File: src/rtl/rom_seq_pkg.sv
// Shared defaults and state encoding for the ROM address sequencer.
package rom_seq_pkg;

    localparam int DEF_ADDR_W = 8;
    localparam int DEF_DIV_W  = 16;

    typedef enum logic [1:0] {
        IDLE  = 2'd0,
        RUN   = 2'd1,
        DRAIN = 2'd2
    } seq_state_e;

endpackage

File: src/rtl/rom_addr_seq_if.sv
// Control and ROM-side signals of the address sequencer.
interface rom_addr_seq_if #(
    parameter int ADDR_W = 8,
    parameter int DIV_W  = 16
);
    logic              start;
    logic              stop;
    logic [DIV_W-1:0]  div;
    logic              en;
    logic [ADDR_W-1:0] addr;
    logic              wrap;
    logic              busy;

    modport master (
        output start, stop, div,
        input  en, addr, wrap, busy
    );

    modport slave (
        input  start, stop, div,
        output en, addr, wrap, busy
    );
endinterface

File: src/rtl/rom_addr_seq_tick_div.sv
// Rate prescaler: counts 0..lim_i while running and ticks on the terminal count.
module tick_div
    import rom_seq_pkg::*;
#(
    parameter int DIV_W = DEF_DIV_W
) (
    input  logic             clk,
    input  logic             rst,
    input  logic             clr_i,
    input  logic             run_i,
    input  logic [DIV_W-1:0] lim_i,
    output logic             tick_o
);
    logic [DIV_W-1:0] cnt_q, cnt_d;

    always_comb begin
        tick_o = run_i && (cnt_q == lim_i);
        cnt_d  = cnt_q;
        if (clr_i) begin
            cnt_d = '0;
        end else if (tick_o) begin
            cnt_d = '0;
        end else if (run_i) begin
            cnt_d = cnt_q + 1'b1;
        end
    end

    always_ff @(posedge clk or posedge rst) begin
        if (rst) begin
            cnt_q <= '0;
        end else begin
            cnt_q <= cnt_d;
        end
    end
endmodule

File: src/rtl/rom_addr_seq.sv
// ROM address sequencer: steps addr through one full period per 2**ADDR_W
// prescaled steps, with start/stop control and period-aligned rate reloads.
module rom_addr_seq
    import rom_seq_pkg::*;
#(
    parameter int ADDR_W = DEF_ADDR_W,
    parameter int DIV_W  = DEF_DIV_W
) (
    input  logic          clk,
    input  logic          rst,
    rom_addr_seq_if.slave bus
);
    seq_state_e        st_q, st_d;
    logic [ADDR_W-1:0] addr_q, addr_d;
    logic [DIV_W-1:0]  div_q, div_d;
    logic              en_q, en_d;
    logic              busy_q, busy_d;
    logic              wrap_q, wrap_d;
    logic              tick, clr, run, last_step;

    tick_div #(.DIV_W(DIV_W)) u_tick (
        .clk    (clk),
        .rst    (rst),
        .clr_i  (clr),
        .run_i  (run),
        .lim_i  (div_q),
        .tick_o (tick)
    );

    assign last_step = tick && (addr_q == {ADDR_W{1'b1}});

    always_comb begin
        st_d   = st_q;
        addr_d = addr_q;
        div_d  = div_q;
        wrap_d = 1'b0;
        clr    = 1'b0;
        run    = 1'b0;

        unique case (st_q)
            IDLE: begin
                if (bus.start) begin
                    st_d   = RUN;
                    addr_d = '0;
                    clr    = 1'b1;
                    div_d  = bus.div;
                end
            end
            RUN, DRAIN: begin
                run = 1'b1;
                if (tick) begin
                    addr_d = addr_q + 1'b1;
                end
                // The rate only reloads on the period boundary so a change never tears a period.
                if (last_step) begin
                    wrap_d = 1'b1;
                    div_d  = bus.div;
                end
                if (st_q == RUN) begin
                    if (bus.stop) begin
                        st_d = DRAIN;
                    end
                end else if (bus.start && !bus.stop) begin
                    st_d = RUN;
                end else if (last_step) begin
                    st_d = IDLE;
                end
            end
            default: begin
                st_d = IDLE;
            end
        endcase

        en_d   = (st_d != IDLE);
        busy_d = (st_d != IDLE);
    end

    always_ff @(posedge clk or posedge rst) begin
        if (rst) begin
            st_q   <= IDLE;
            addr_q <= '0;
            div_q  <= '0;
            en_q   <= 1'b0;
            busy_q <= 1'b0;
            wrap_q <= 1'b0;
        end else begin
            st_q   <= st_d;
            addr_q <= addr_d;
            div_q  <= div_d;
            en_q   <= en_d;
            busy_q <= busy_d;
            wrap_q <= wrap_d;
        end
    end

    assign bus.en   = en_q;
    assign bus.busy = busy_q;
    assign bus.wrap = wrap_q;
    assign bus.addr = addr_q;
endmodule

File: src/flat_wrapper.sv
// flat-port wrapper written by rule: the top's interface ports become plain ports
module rom_addr_seq_flat import rom_seq_pkg::*;
#(
    parameter int ADDR_W = DEF_ADDR_W,
    parameter int DIV_W  = DEF_DIV_W
)
  (clk, rst, bus_start, bus_stop, bus_div, bus_en, bus_addr, bus_wrap, bus_busy);
  rom_addr_seq_if #(.ADDR_W(ADDR_W), .DIV_W(DIV_W)) bus_i ();
  input  logic clk;
  input  logic rst;
  input wire logic [$bits(bus_i.start)-1:0] bus_start;
  input wire logic [$bits(bus_i.stop)-1:0] bus_stop;
  input wire logic [$bits(bus_i.div)-1:0] bus_div;
  output wire logic [$bits(bus_i.en)-1:0] bus_en;
  output wire logic [$bits(bus_i.addr)-1:0] bus_addr;
  output wire logic [$bits(bus_i.wrap)-1:0] bus_wrap;
  output wire logic [$bits(bus_i.busy)-1:0] bus_busy;
  assign bus_i.start = bus_start;
  assign bus_i.stop = bus_stop;
  assign bus_i.div = bus_div;
  assign bus_en = bus_i.en;
  assign bus_addr = bus_i.addr;
  assign bus_wrap = bus_i.wrap;
  assign bus_busy = bus_i.busy;
  rom_addr_seq #(.ADDR_W(ADDR_W), .DIV_W(DIV_W)) u_core (.clk(clk), .rst(rst), .bus(bus_i));
endmodule
File: config.mk
export PLATFORM = sky130hd
export DESIGN_NAME = rom_addr_seq_flat
export DESIGN_NICKNAME = d
export VERILOG_FILES = /design/src/rtl/rom_seq_pkg.sv /design/src/rtl/rom_addr_seq_if.sv /design/src/rtl/rom_addr_seq_tick_div.sv /design/src/rtl/rom_addr_seq.sv /design/src/flat_wrapper.sv
export SDC_FILE = /design/constraint.sdc
export NUM_CORES = 1
export LEC_CHECK = 0
export CORE_UTILIZATION = 30
export DETAILED_ROUTE_END_ITERATION = 10
export PLACE_DENSITY_LB_ADDON = 0.3
export SLEW_MARGIN = 30
export SYNTH_ARGS = -nofsm -noshare
export SYNTH_HDL_FRONTEND = slang
export SYNTH_HIERARCHICAL = 1
export SYNTH_SLANG_ARGS = --single-unit
export TNS_END_PERCENT = 5
File: constraint.sdc
create_clock -name clk -period 3.2 [get_ports clk]
set_input_delay 0.8 -clock clk [delete_from_list [all_inputs] [get_ports clk]]
set_output_delay 0.8 -clock clk [all_outputs]
set_load 0.02 [all_outputs]
==> out/summary.txt <==
Max-slew violations -> 0
Unrepaired setup endpoints after global routing -> false
CP endpoint kind -> flop
Tcrit/Tclk final -> 82.0%
Htree depth -> 2
Initial antenna violation count -> 0
Setup TNS -> 0 ns
P per Cell Area -> 769 nW/µm²
N_diodes -> 0
Row cnt -> 32
Sw Ratio -> 35.9%
Gate power share -> 43.7%
Area contributors post-synth -> dfrtp_1, xnor2_1, mux2_4, mux2_2, ha_1
Post-synth ARST share -> 100%
Clock Path Buffers -> 2
Vias post-DR -> 1740
Total grt overflow -> 0
Final setup viols -> 0
Worst Max-Slew Pin Slew -> 0.669 ns
Post-route DRC violation count -> 0
Share of the synthesized area in the top cell type -> 44.0%
Main synth FF type -> dfrtp_1
Fin nets -> 278
Unique masters post-synth -> 48
Achievable Freq -> 381 MHz
Psw -> 0.000833 W
Number of global-route vias before repair -> 1758
Hold depth -> 1
Final hold violation count -> 0
Area leader, netlist -> dfrtp_1
VDD IR max -> 0.392 mV
Clock skew -> 0.00695 ns
Mean Syn Cell Area -> 11.3 µm²
Cell Int Power -> 0.00149 W
Initial core utilization -> 31.7%
Critical Path Slowest Stage Cell -> dfrtp_1
Number of flops mapped to enable cells by yosys -> 0
Clk sinks -> 44
Clk_lat worst skew -> 0.29 ns
P_leak -> 1.17 nW
Worst path cell trace -> xnor2_2 > nand4_1 > nor4_4 > and2_1 > nand4_1 > o21ai_2 > nand2b_1 > buf_4 > mux2_4
CTS tree -> done
Hold buffers post-CTS -> 0
Yosys reg bits -> 44
Routability congestion estimate from global placement -> 0.765
Reg2Reg Depth -> 9
Antenna viol nets, final -> 0
Worst rel slew slack -> 55.1%
Vias per cell -> 4.89
Seq pwr share -> 36.0%
Syn_nets -> 246
Final Non-Filler Cells -> 356
Detailed Route WL -> 5290 µm
Postcts setup bufs -> 0
Largest net degree at the start of global routing -> 26
Sequential area share after synthesis -> 44.0%
Crit-path most repeated cell -> nand4_1
CP Max Fanout -> 16
Port Buffers -> 30
Synth Cell Area -> 2500 µm²
CTS Buf Count -> 5
Clock share of power -> 20.3%
Hold/Removal Path Class -> reg -> reg
Io pins -> 31
DRT Pass-1 Iters -> 6
Die area -> 8720 µm²
Delay of the slowest cell on the worst path -> 0.51 ns
Reg clk slew, reported paths -> 0.09 ns
Global-route wire length before repair -> 8980 µm
Cts repair resizes -> 0
DR WL/cell -> 14.9 µm
Critical path launch point type -> flop
Post-route minimum period -> 2.62 ns
Worst EP required -> 3.38 ns
Die Wd -> 93.4 µm
Core box area -> 7890 µm²
Synthesis-to-finish area growth -> 20.7%
GRT Resource Usage Total -> 13.3%
Arrival time worst endpoint -> 2.80 ns
# Max-Cap Violations -> 0
Die Ht -> 93.4 µm
Ys Warns -> 6
Run status -> finished, final reports clean
Area of placed instances -> 2900 µm²
Finished Cell Area -> 3020 µm²
Hpwl dp -> 3750 µm
WS Path Type -> reg -> reg
Root Buffer -> clkbuf_8
Dpl cells -> 348
Mapped Cells -> 221
Share of layout cells above drive strength 1 -> 18.5%
Drt initial violations -> 68
==> critical path, delay by kind of cell, from the launching register on <==
| kind | cells | cell delay (ns) |
|---|---|---|
| and+or+nand+nor | 5 | 1.09 |
| DFF | 1 | 0.51 |
| muxes | 1 | 0.33 |
| buffers and inverters | 1 | 0.22 |
| AOI/OAI and AO/OA | 1 | 0.21 |
| xor gates and xnor gates | 1 | 0.14 |
==> cell usage after synthesis, types with 2 or more instances <==
library cell	n
a211oi_1	8
a211oi_2	4
a21oi_1	4
buf_2	2
buf_6	4
clkbuf_1	3
dfrtp_1	44
ha_1	5
inv_1	12
mux2_2	6
mux2_4	10
nand2_1	8
nand2b_1	4
nand3_1	7
nand4_1	7
nor2_1	11
nor2b_1	2
nor3_1	7
nor4_1	4
nor4_2	3
nor4_4	2
o211ai_1	2
o21ai_0	5
or2_2	2
or3_1	2
xnor2_1	30
xor2_1	2
==> stage by stage <==
| step | hold slack (ns) | util (%) | power [W] | setup slack (ns) |
|---|---|---|---|---|
| after global placement | 0.519 | 36.7 | 0.00185 | 0.358 |
| after detailed placement | 0.517 | 36.7 | 0.00187 | 0.315 |
| after global routing | 0.553 | 38.3 | 0.00248 | 0.352 |
| after floorplan | 0.501 | - | 0.00166 | 0.304 |
| after CTS | 0.537 | 38.3 | 0.00235 | 0.544 |
| final | 0.536 | 38.3 | 0.00232 | 0.576 |
==> power by group through the flow <==
stage	logic, W	clock network [W]	registers, W
2_1_floorplan	0.000843	0	0.000819
3_3_place_gp	0.000998	0	0.000847
3_5_place_dp	0.00102	0	0.000849
4_1_cts	0.00102	0.000485	0.000840
5_1_grt	0.00111	0.000512	0.000857
6_report	0.00102	0.000472	0.000836
==> path summary, 6_finish.rpt <==
path / startpoint / end / slack, ns
worst max-delay path: u_core/u_tick/cnt_q[5] / u_core/div_q[8] / 0.58
worst min-delay path: u_core/div_q[15] / u_core/div_q[15] / 0.54
worst max register to register: u_core/u_tick/cnt_q[5] / u_core/div_q[8] / 0.58
worst min register to register: u_core/div_q[15] / u_core/div_q[15] / 0.54
max in group asynchronous: rst / u_core/u_tick/cnt_q[5] / 1.87
min in group asynchronous: rst / u_core/st_q[0] / 0.73
==> flip-flops by register name, indices dropped and copies added, names as in the netlist <==
register,flops
u_core/bus.addr,8
u_core/bus.busy,1
u_core/bus.wrap,1
u_core/div_q,16
u_core/st_q,2
u_core/u_tick/cnt_q,16
==> layout by cell type (no fill, tap or decap), types with 3 or more instances in the layout <==
cell type        count
nor4_2               3
xnor2_1             30
nand4_1              7
nor4_1               4
nor2_1              11
o21ai_0              5
dfrtp_1             44
nand2b_1             4
clkdlybuf4s50_1     30
a211oi_1             8
a21oi_1              4
a211oi_2             4
mux2_2               6
nand2_1              8
nor3_1               7
nand3_1              7
ha_1                 5
buf_4                5
clkbuf_8             7
inv_1               12
mux2_4              10
==> layer usage <==
layer  GRT usage, %  share of wire (%)
met1           19.4                 50
met4           2.31                  0
met5              0                  0
met2           20.2                 45
met3           3.01                4.7
==> area by class of cell <==
type | instances | area (µm²)
clock buffer | 7 | 96.3
multi-input combinational | 155 | 1280
sequential | 44 | 1100
timing repair buffer | 35 | 338
fill | 800 | 4870
inverter | 12 | 45.0
clock inverter | 1 | 30.0
tap | 102 | 128
==> logic make-up (layout without fill, tap and decap cells) <==
| group | Yosys count | in the layout | share of synthesized area [%] |
|---|---|---|---|
| muxes | 18 | 18 | 9.64 |
| buffers and inverters | 22 | 55 | 4.75 |
| DFF | 44 | 44 | 44.0 |
| AOI/OAI and AO/OA | 34 | 34 | 11.2 |
| and+or+nand+nor | 65 | 65 | 16.0 |
| adders and majority gates | 5 | 5 | 2.50 |
| xor gates and xnor gates | 33 | 33 | 11.8 |
Power figures use the tool's default switching activity.
